==> src/rtl/trig_time_gen_if.sv <==
// Timestamp bus from the trigger time generator to the address FIFO / event buffer.
interface trig_time_gen_if;
    logic [15:0] trig_time_o;
    logic        trig_time_valid_o;
    logic [1:0]  trig_src_o;

    modport master (output trig_time_o, output trig_time_valid_o, output trig_src_o);
    modport slave  (input  trig_time_o, input  trig_time_valid_o, input  trig_src_o);
endinterface

==> src/rtl/trig_time_gen.sv <==
// Trigger acceptance, holdoff and timestamp generation with outstanding-event
// back-pressure and a saturating dropped-trigger counter.
module trig_time_gen #(
    parameter int unsigned NEVT_MAX = 4,
    parameter logic [15:0] OFFSET   = 16'd0
) (
    input  logic              aclk,
    input  logic              aresetn,
    input  logic              run_rst_i,
    input  logic              run_stop_i,
    input  logic              rf_trig_i,
    input  logic              sw_trig_i,
    input  logic [1:0]        trig_mask_i,
    input  logic [15:0]       holdoff_i,
    input  logic              evt_done_i,
    trig_time_gen_if.master   tt_if,
    output logic              busy_o,
    output logic [2:0]        outstanding_o,
    output logic [15:0]       dropped_o
);

    localparam logic [2:0] NEVT_MAX_C = 3'(NEVT_MAX);

    typedef enum logic [1:0] {
        ST_STOPPED = 2'd0,
        ST_ARMED   = 2'd1,
        ST_HOLDOFF = 2'd2
    } state_t;

    state_t      state_r;
    logic [15:0] time_cnt_r;
    logic [15:0] hold_cnt_r;

    logic [1:0]  src_s;
    logic        pend_s;
    logic        accept_s;
    logic        reject_s;
    logic [2:0]  outst_nxt_s;

    // Trigger qualification and next outstanding count.
    always_comb begin
        src_s       = {sw_trig_i & ~trig_mask_i[1], rf_trig_i & ~trig_mask_i[0]};
        pend_s      = |src_s;
        accept_s    = 1'b0;
        reject_s    = 1'b0;
        outst_nxt_s = outstanding_o;
        // Run control pulses take precedence over a trigger in the same cycle.
        if (pend_s && (state_r == ST_ARMED) && !run_rst_i && !run_stop_i) begin
            accept_s = (outstanding_o != NEVT_MAX_C);
            reject_s = (outstanding_o == NEVT_MAX_C);
        end else begin
            accept_s = 1'b0;
            reject_s = 1'b0;
        end
        case ({accept_s, evt_done_i})
            2'b10:   outst_nxt_s = outstanding_o + 3'd1;
            2'b01: begin
                if (outstanding_o != 3'd0) begin
                    outst_nxt_s = outstanding_o - 3'd1;
                end else begin
                    outst_nxt_s = outstanding_o;
                end
            end
            default: outst_nxt_s = outstanding_o;
        endcase
    end

    // Time base, run FSM, holdoff timer, counters and registered outputs.
    always_ff @(posedge aclk or negedge aresetn) begin
        if (!aresetn) begin
            state_r                 <= ST_STOPPED;
            time_cnt_r              <= 16'd0;
            hold_cnt_r              <= 16'd0;
            outstanding_o           <= 3'd0;
            busy_o                  <= 1'b0;
            dropped_o               <= 16'd0;
            tt_if.trig_time_o       <= 16'd0;
            tt_if.trig_time_valid_o <= 1'b0;
            tt_if.trig_src_o        <= 2'd0;
        end else begin
            time_cnt_r              <= run_rst_i ? 16'd0 : time_cnt_r + 16'd1;
            tt_if.trig_time_valid_o <= accept_s;
            if (accept_s) begin
                tt_if.trig_time_o <= time_cnt_r - OFFSET;
                tt_if.trig_src_o  <= src_s;
            end

            if (run_rst_i) begin
                outstanding_o <= 3'd0;
                busy_o        <= 1'b0;
                dropped_o     <= 16'd0;
            end else begin
                outstanding_o <= outst_nxt_s;
                busy_o        <= (outst_nxt_s == NEVT_MAX_C);
                if (reject_s && (dropped_o != 16'hFFFF)) begin
                    dropped_o <= dropped_o + 16'd1;
                end
            end

            if (run_stop_i) begin
                state_r    <= ST_STOPPED;
                hold_cnt_r <= 16'd0;
            end else if (run_rst_i) begin
                state_r    <= ST_ARMED;
                hold_cnt_r <= 16'd0;
            end else begin
                case (state_r)
                    ST_STOPPED: state_r <= ST_STOPPED;
                    ST_ARMED: begin
                        // Zero holdoff keeps the block armed for the very next cycle.
                        if (accept_s && (holdoff_i != 16'd0)) begin
                            state_r    <= ST_HOLDOFF;
                            hold_cnt_r <= holdoff_i;
                        end
                    end
                    ST_HOLDOFF: begin
                        // Counter reaches 0 on this edge, so the next cycle is armed again.
                        if (hold_cnt_r <= 16'd1) begin
                            state_r    <= ST_ARMED;
                            hold_cnt_r <= 16'd0;
                        end else begin
                            hold_cnt_r <= hold_cnt_r - 16'd1;
                        end
                    end
                    default: begin
                        state_r    <= ST_STOPPED;
                        hold_cnt_r <= 16'd0;
                    end
                endcase
            end
        end
    end

endmodule

==> src/flat_wrapper.sv <==
// flat-port wrapper written by rule: the top's interface ports become plain ports
module trig_time_gen_flat 
#(
    parameter int unsigned NEVT_MAX = 4,
    parameter logic [15:0] OFFSET   = 16'd0
)
  (aclk, aresetn, run_rst_i, run_stop_i, rf_trig_i, sw_trig_i, trig_mask_i, holdoff_i, evt_done_i, busy_o, outstanding_o, dropped_o, tt_if_trig_time_o, tt_if_trig_time_valid_o, tt_if_trig_src_o);
  trig_time_gen_if tt_if_i ();
  input  logic aclk;
  input  logic aresetn;
  input  logic run_rst_i;
  input  logic run_stop_i;
  input  logic rf_trig_i;
  input  logic sw_trig_i;
  input  logic [1:0] trig_mask_i;
  input  logic [15:0] holdoff_i;
  input  logic evt_done_i;
  output logic busy_o;
  output logic [2:0] outstanding_o;
  output logic [15:0] dropped_o;
  output wire logic [$bits(tt_if_i.trig_time_o)-1:0] tt_if_trig_time_o;
  output wire logic [$bits(tt_if_i.trig_time_valid_o)-1:0] tt_if_trig_time_valid_o;
  output wire logic [$bits(tt_if_i.trig_src_o)-1:0] tt_if_trig_src_o;
  assign tt_if_trig_time_o = tt_if_i.trig_time_o;
  assign tt_if_trig_time_valid_o = tt_if_i.trig_time_valid_o;
  assign tt_if_trig_src_o = tt_if_i.trig_src_o;
  trig_time_gen #(.NEVT_MAX(NEVT_MAX), .OFFSET(OFFSET)) u_core (.aclk(aclk), .aresetn(aresetn), .run_rst_i(run_rst_i), .run_stop_i(run_stop_i), .rf_trig_i(rf_trig_i), .sw_trig_i(sw_trig_i), .trig_mask_i(trig_mask_i), .holdoff_i(holdoff_i), .evt_done_i(evt_done_i), .tt_if(tt_if_i), .busy_o(busy_o), .outstanding_o(outstanding_o), .dropped_o(dropped_o));
endmodule
==> config.mk <==
export PLATFORM = sky130hd
export DESIGN_NAME = trig_time_gen_flat
export DESIGN_NICKNAME = d
export VERILOG_FILES = /design/src/rtl/trig_time_gen_if.sv /design/src/rtl/trig_time_gen.sv /design/src/flat_wrapper.sv
export SDC_FILE = /design/constraint.sdc
export NUM_CORES = 1
export LEC_CHECK = 0
export ABC_AREA = 1
export CAP_MARGIN = 20
export CORE_AREA = 5 5 111 81
export DETAILED_ROUTE_END_ITERATION = 6
export DIE_AREA = 0 0 116 86
export HOLD_SLACK_MARGIN = 0.08
export PLACE_DENSITY = 0.85
export SYNTH_ARGS = -nofsm -noshare
export SYNTH_HDL_FRONTEND = slang
export SYNTH_SLANG_ARGS = --single-unit
export TNS_END_PERCENT = 50
==> constraint.sdc <==
create_clock -name aclk -period 4.9 [get_ports aclk]
set_input_delay 0.98 -clock aclk [delete_from_list [all_inputs] [get_ports aclk]]
set_output_delay 0.98 -clock aclk [all_outputs]
set_load 0.01 [all_outputs]
==> results.py <==
metrics = {
    "setup_path": {
        "cpMostUsedCell": "nand2_1",
        "cp.depth": 17,
        "start_kind": "input pin",
        "r2r-start": "u_core.state_r[1]",
        "r2r_end": "u_core.busy_o",
        "required_ps": 5120,
        "path_cells": "clkdlybuf4s50_1, buf_4, inv_2, nand2_2, nor2_4, nand2_2, nor2_4, inv_1, ha_1, inv_1, nor2_1, nand2_1, nand2_1, nand2_1, nand2_1, nand3_1, nor2_1",
        "crit_family": "buffers and inverters",
        "cp_slowest_cell": "clkdlybuf4s50_1",
        "crit_type": "input pin to register",
        "ff2ff_setup_slack_ps": 1860,
        "crit_path_max_fanout": 32,
        "cp.arrival_ps": 3790,
        "cp_slowest_stage_delay_ps": 410,
        "reg2regPathDepth": 16,
        "cp-end-kind": "register",
        "path_buf_inv": 5,
    },
    "sta": {
        "rsz0062_at_grt": "false",
        "tightest_slew_ps": 1079,
        "period_minus_slack_ps": 3562,
        "fin_tns_setup_ps": 0,
        "setup_viol": 0,
        "hold_viol": 0,
        "report.final.slew_viol_count": 0,
        "finalWorstSetupSlack_ps": 1338,
        "slew_headroom": 0.2807,
        "fmax_mhz": 280.8,
        "fin_worst_skew_ps": 5.702,
        "timing.final.crit_share": 0.7269,
    },
    "logic_synthesis": {
        "yosysTopAreaCell": "dfrtp_1",
        "synth_area_per_cell_um2": 7.192,
        "synthTopCellsByArea": "dfrtp_1, nand2_1, nor2_1",
        "ys_seq_area_frac": 0.4379,
        "synth_warnings": 0,
        "synth_cell_type_count": 29,
        "syn_inst": 580,
        "ys_ff_latch": 73,
        "synthesis.area_um2": 4172,
        "synth_nets": 617,
        "synth_top_cell_area_share": 0.4379,
    },
    "global_route": {
        "grt_pass1_vias": 3925,
        "grt_pass1_wl_mm": 18.15,
        "grt_max_degree": 41,
        "grt_antenna_before_repair": 0,
        "track_usage": 0.2267,
        "grt-ovfl-total": 0,
    },
    "placed_design": {
        "io_buffers": 63,
        "pre_cts_ws_ps": 995.5,
        "dpl.hpwl_mm": 7.368,
        "gp_congestion": 0.8930,
    },
    "min_path": {
        "holdPathEnd": "u_core.tt_if.trig_time_o[0]",
        "min_path_type": "register to register",
        "holdPathStages": 2,
        "holdCritStartpoint": "u_core.tt_if.trig_time_o[0]",
    },
    "clock_network": {
        "insertion_delay_ps": 340,
        "cts_max_level": 3,
        "cts_setup_buffers": 0,
        "cts_tree": "yes",
        "clkSlewWorstSetupHoldPaths_ps": 60,
        "clock_sinks": 73,
        "cts-root-buf": "clkbuf_16",
        "cts_hold_buf": 0,
        "cts_max_path_buffers": 2,
        "cts_made_buffers": 9,
        "cts.repair.resized": 0,
    },
    "routing": {
        "drt-pass1-iter-count": 5,
        "via_count": 3968,
        "drt_iter0_drc": 362,
        "drtAntennaViolNets": 0,
        "drc_errors": 0,
        "routedWlPerCell_um": 14.02,
        "drt-total-wl_mm": 10.50,
        "viasPerCell": 5.298,
    },
    "floorplanning": {
        "io_pins": 64,
        "die_h_um": 86,
        "core_um2": 7770,
        "start_util": 0.5369,
        "rows": 27,
        "die_w_um": 116,
        "die_area_um2": 9976,
    },
    "power": {
        "finalPower_mw": 1.490,
        "p_leak_nw": 2.575,
        "power_density_nw_per_um2": 286.5,
        "max-vdd-ir-drop_mv": 0.2227,
    },
    "layout": {
        "diodes": 0,
        "fin_nets": 680,
        "synthToLayoutAreaGrowth_pct": 24.66,
        "drive_above_1_share": 0.04167,
    },
    "job": {
        "cap_violations": 0,
    },
    "status": {
        "outcome": "finished, final reports clean",
    },
}
[cells in the final DEF (no fill, tap or decap), types with 2 or more instances in the layout]
cell type / netlist / routed
a21oi_1: 15 / 15
buf_4: 0 / 2
clkbuf_16: 0 / 9
clkbuf_8: 0 / 3
clkdlybuf4s50_1: 0 / 62
dfrtp_1: 73 / 73
ha_1: 12 / 12
inv_1: 60 / 60
inv_6: 0 / 2
nand2_1: 207 / 207
nand2_2: 3 / 3
nand3_1: 27 / 27
nand3b_1: 3 / 3
nand4_1: 16 / 16
nor2_1: 68 / 68
nor2_4: 2 / 2
nor3_1: 5 / 5
o21ai_0: 48 / 48
o21bai_1: 7 / 7
xnor2_1: 5 / 5
xor2_1: 6 / 6
[state kept, by name (all words and copies together) (netlist names)]
register / count
u_core.dropped_o: 16
u_core.hold_cnt_r: 16
u_core.time_cnt_r: 16
u_core.tt_if.trig_time_o: 16
u_core.outstanding_o: 3
u_core.state_r: 2
u_core.tt_if.trig_src_o: 2
u_core.busy_o: 1
u_core.tt_if.trig_time_valid_o: 1
[worst min-delay path, cell delays in order, from the launching register on]
cell and delay [ps]:
dfrtp_1 340, nand2_1 50, nand2_1 50
[per-layer routing]
metal	global-route usage	vias up	wire length (µm)
met5	0	-	0
met4	0.06006	0	101
met3	0.07123	16	818
met2	0.3619	143	4880
met1	0.3000	1841	4698
li1	-	1968	-
[kinds of logic (layout without fill, tap and decap cells)]
group           Yosys count  in the layout  share of synthesized area
fa+ha+maj                12             12                    0.03599
buf+inv                  74            142                    0.06959
compound gates           76             76                    0.09928
xor+xnor                 11             11                    0.02309
flops                    73             73                     0.4379
simple gates            334            334                     0.3341
[worst max-delay path by stage]
stage	start	end	slack [ps]
finish	run_rst_i	u_core.busy_o	1340
global route	run_rst_i	u_core.busy_o	1000
CTS	run_rst_i	u_core.busy_o	1350
detailed placement	run_rst_i	u_core.busy_o	1000
global placement	run_rst_i	u_core.busy_o	1150
floorplan	run_rst_i	u_core.busy_o	2370
[final cells by class]
class,instances,area [µm²]
fillers,651,2570
clock buffers,12,266.5
flip-flops and latches,73,1827
repair buffers,65,640.6
well taps,101,126.4
inverters,61,229.0
multi-input cells,433,2054
clock inverters,4,56.30
[cells in the mapped netlist]
cell type	number
nand2_4	1
nand3b_1	3
nand2_2	3
xnor2_1	5
buf_2	4
nand3_1	27
xor2_1	6
nand2_1	207
a21boi_0	1
a211oi_1	1
o211ai_1	1
nor2_4	2
nand4_1	16
o21bai_1	7
o31ai_1	1
inv_2	1
o221ai_1	1
buf_6	1
o21ai_0	48
ha_1	12
nor3_1	5
a21oi_1	15
and3_1	1
nor2_8	1
clkbuf_1	8
dfrtp_1	73
o21a_1	1
nor2_1	68
inv_1	60
[power by group]
| part | total, mW | switching [mW] | internal (mW) |
|---|---|---|---|
| clock | 0.703 | 0.263 | 0.440 |
| combinational | 0.157 | 0.0910 | 0.0665 |
| sequential | 0.629 | 0.0117 | 0.617 |
| total | 1.49 | 0.366 | 1.12 |
[stage by stage]
step                      cell area, µm²  cells  utilization  hold slack (ps)
after CTS                           5200    749       0.6692            480.5
after detailed placement            4877    733       0.6277            466.6
after floorplan                     4172    580            -            454.9
final                               5200    749       0.6692            474.8
after global routing                5200    749       0.6692            518.6
after global placement              4877    733       0.6277            466.1
Note: power is estimated with default switching activity, not from simulation.
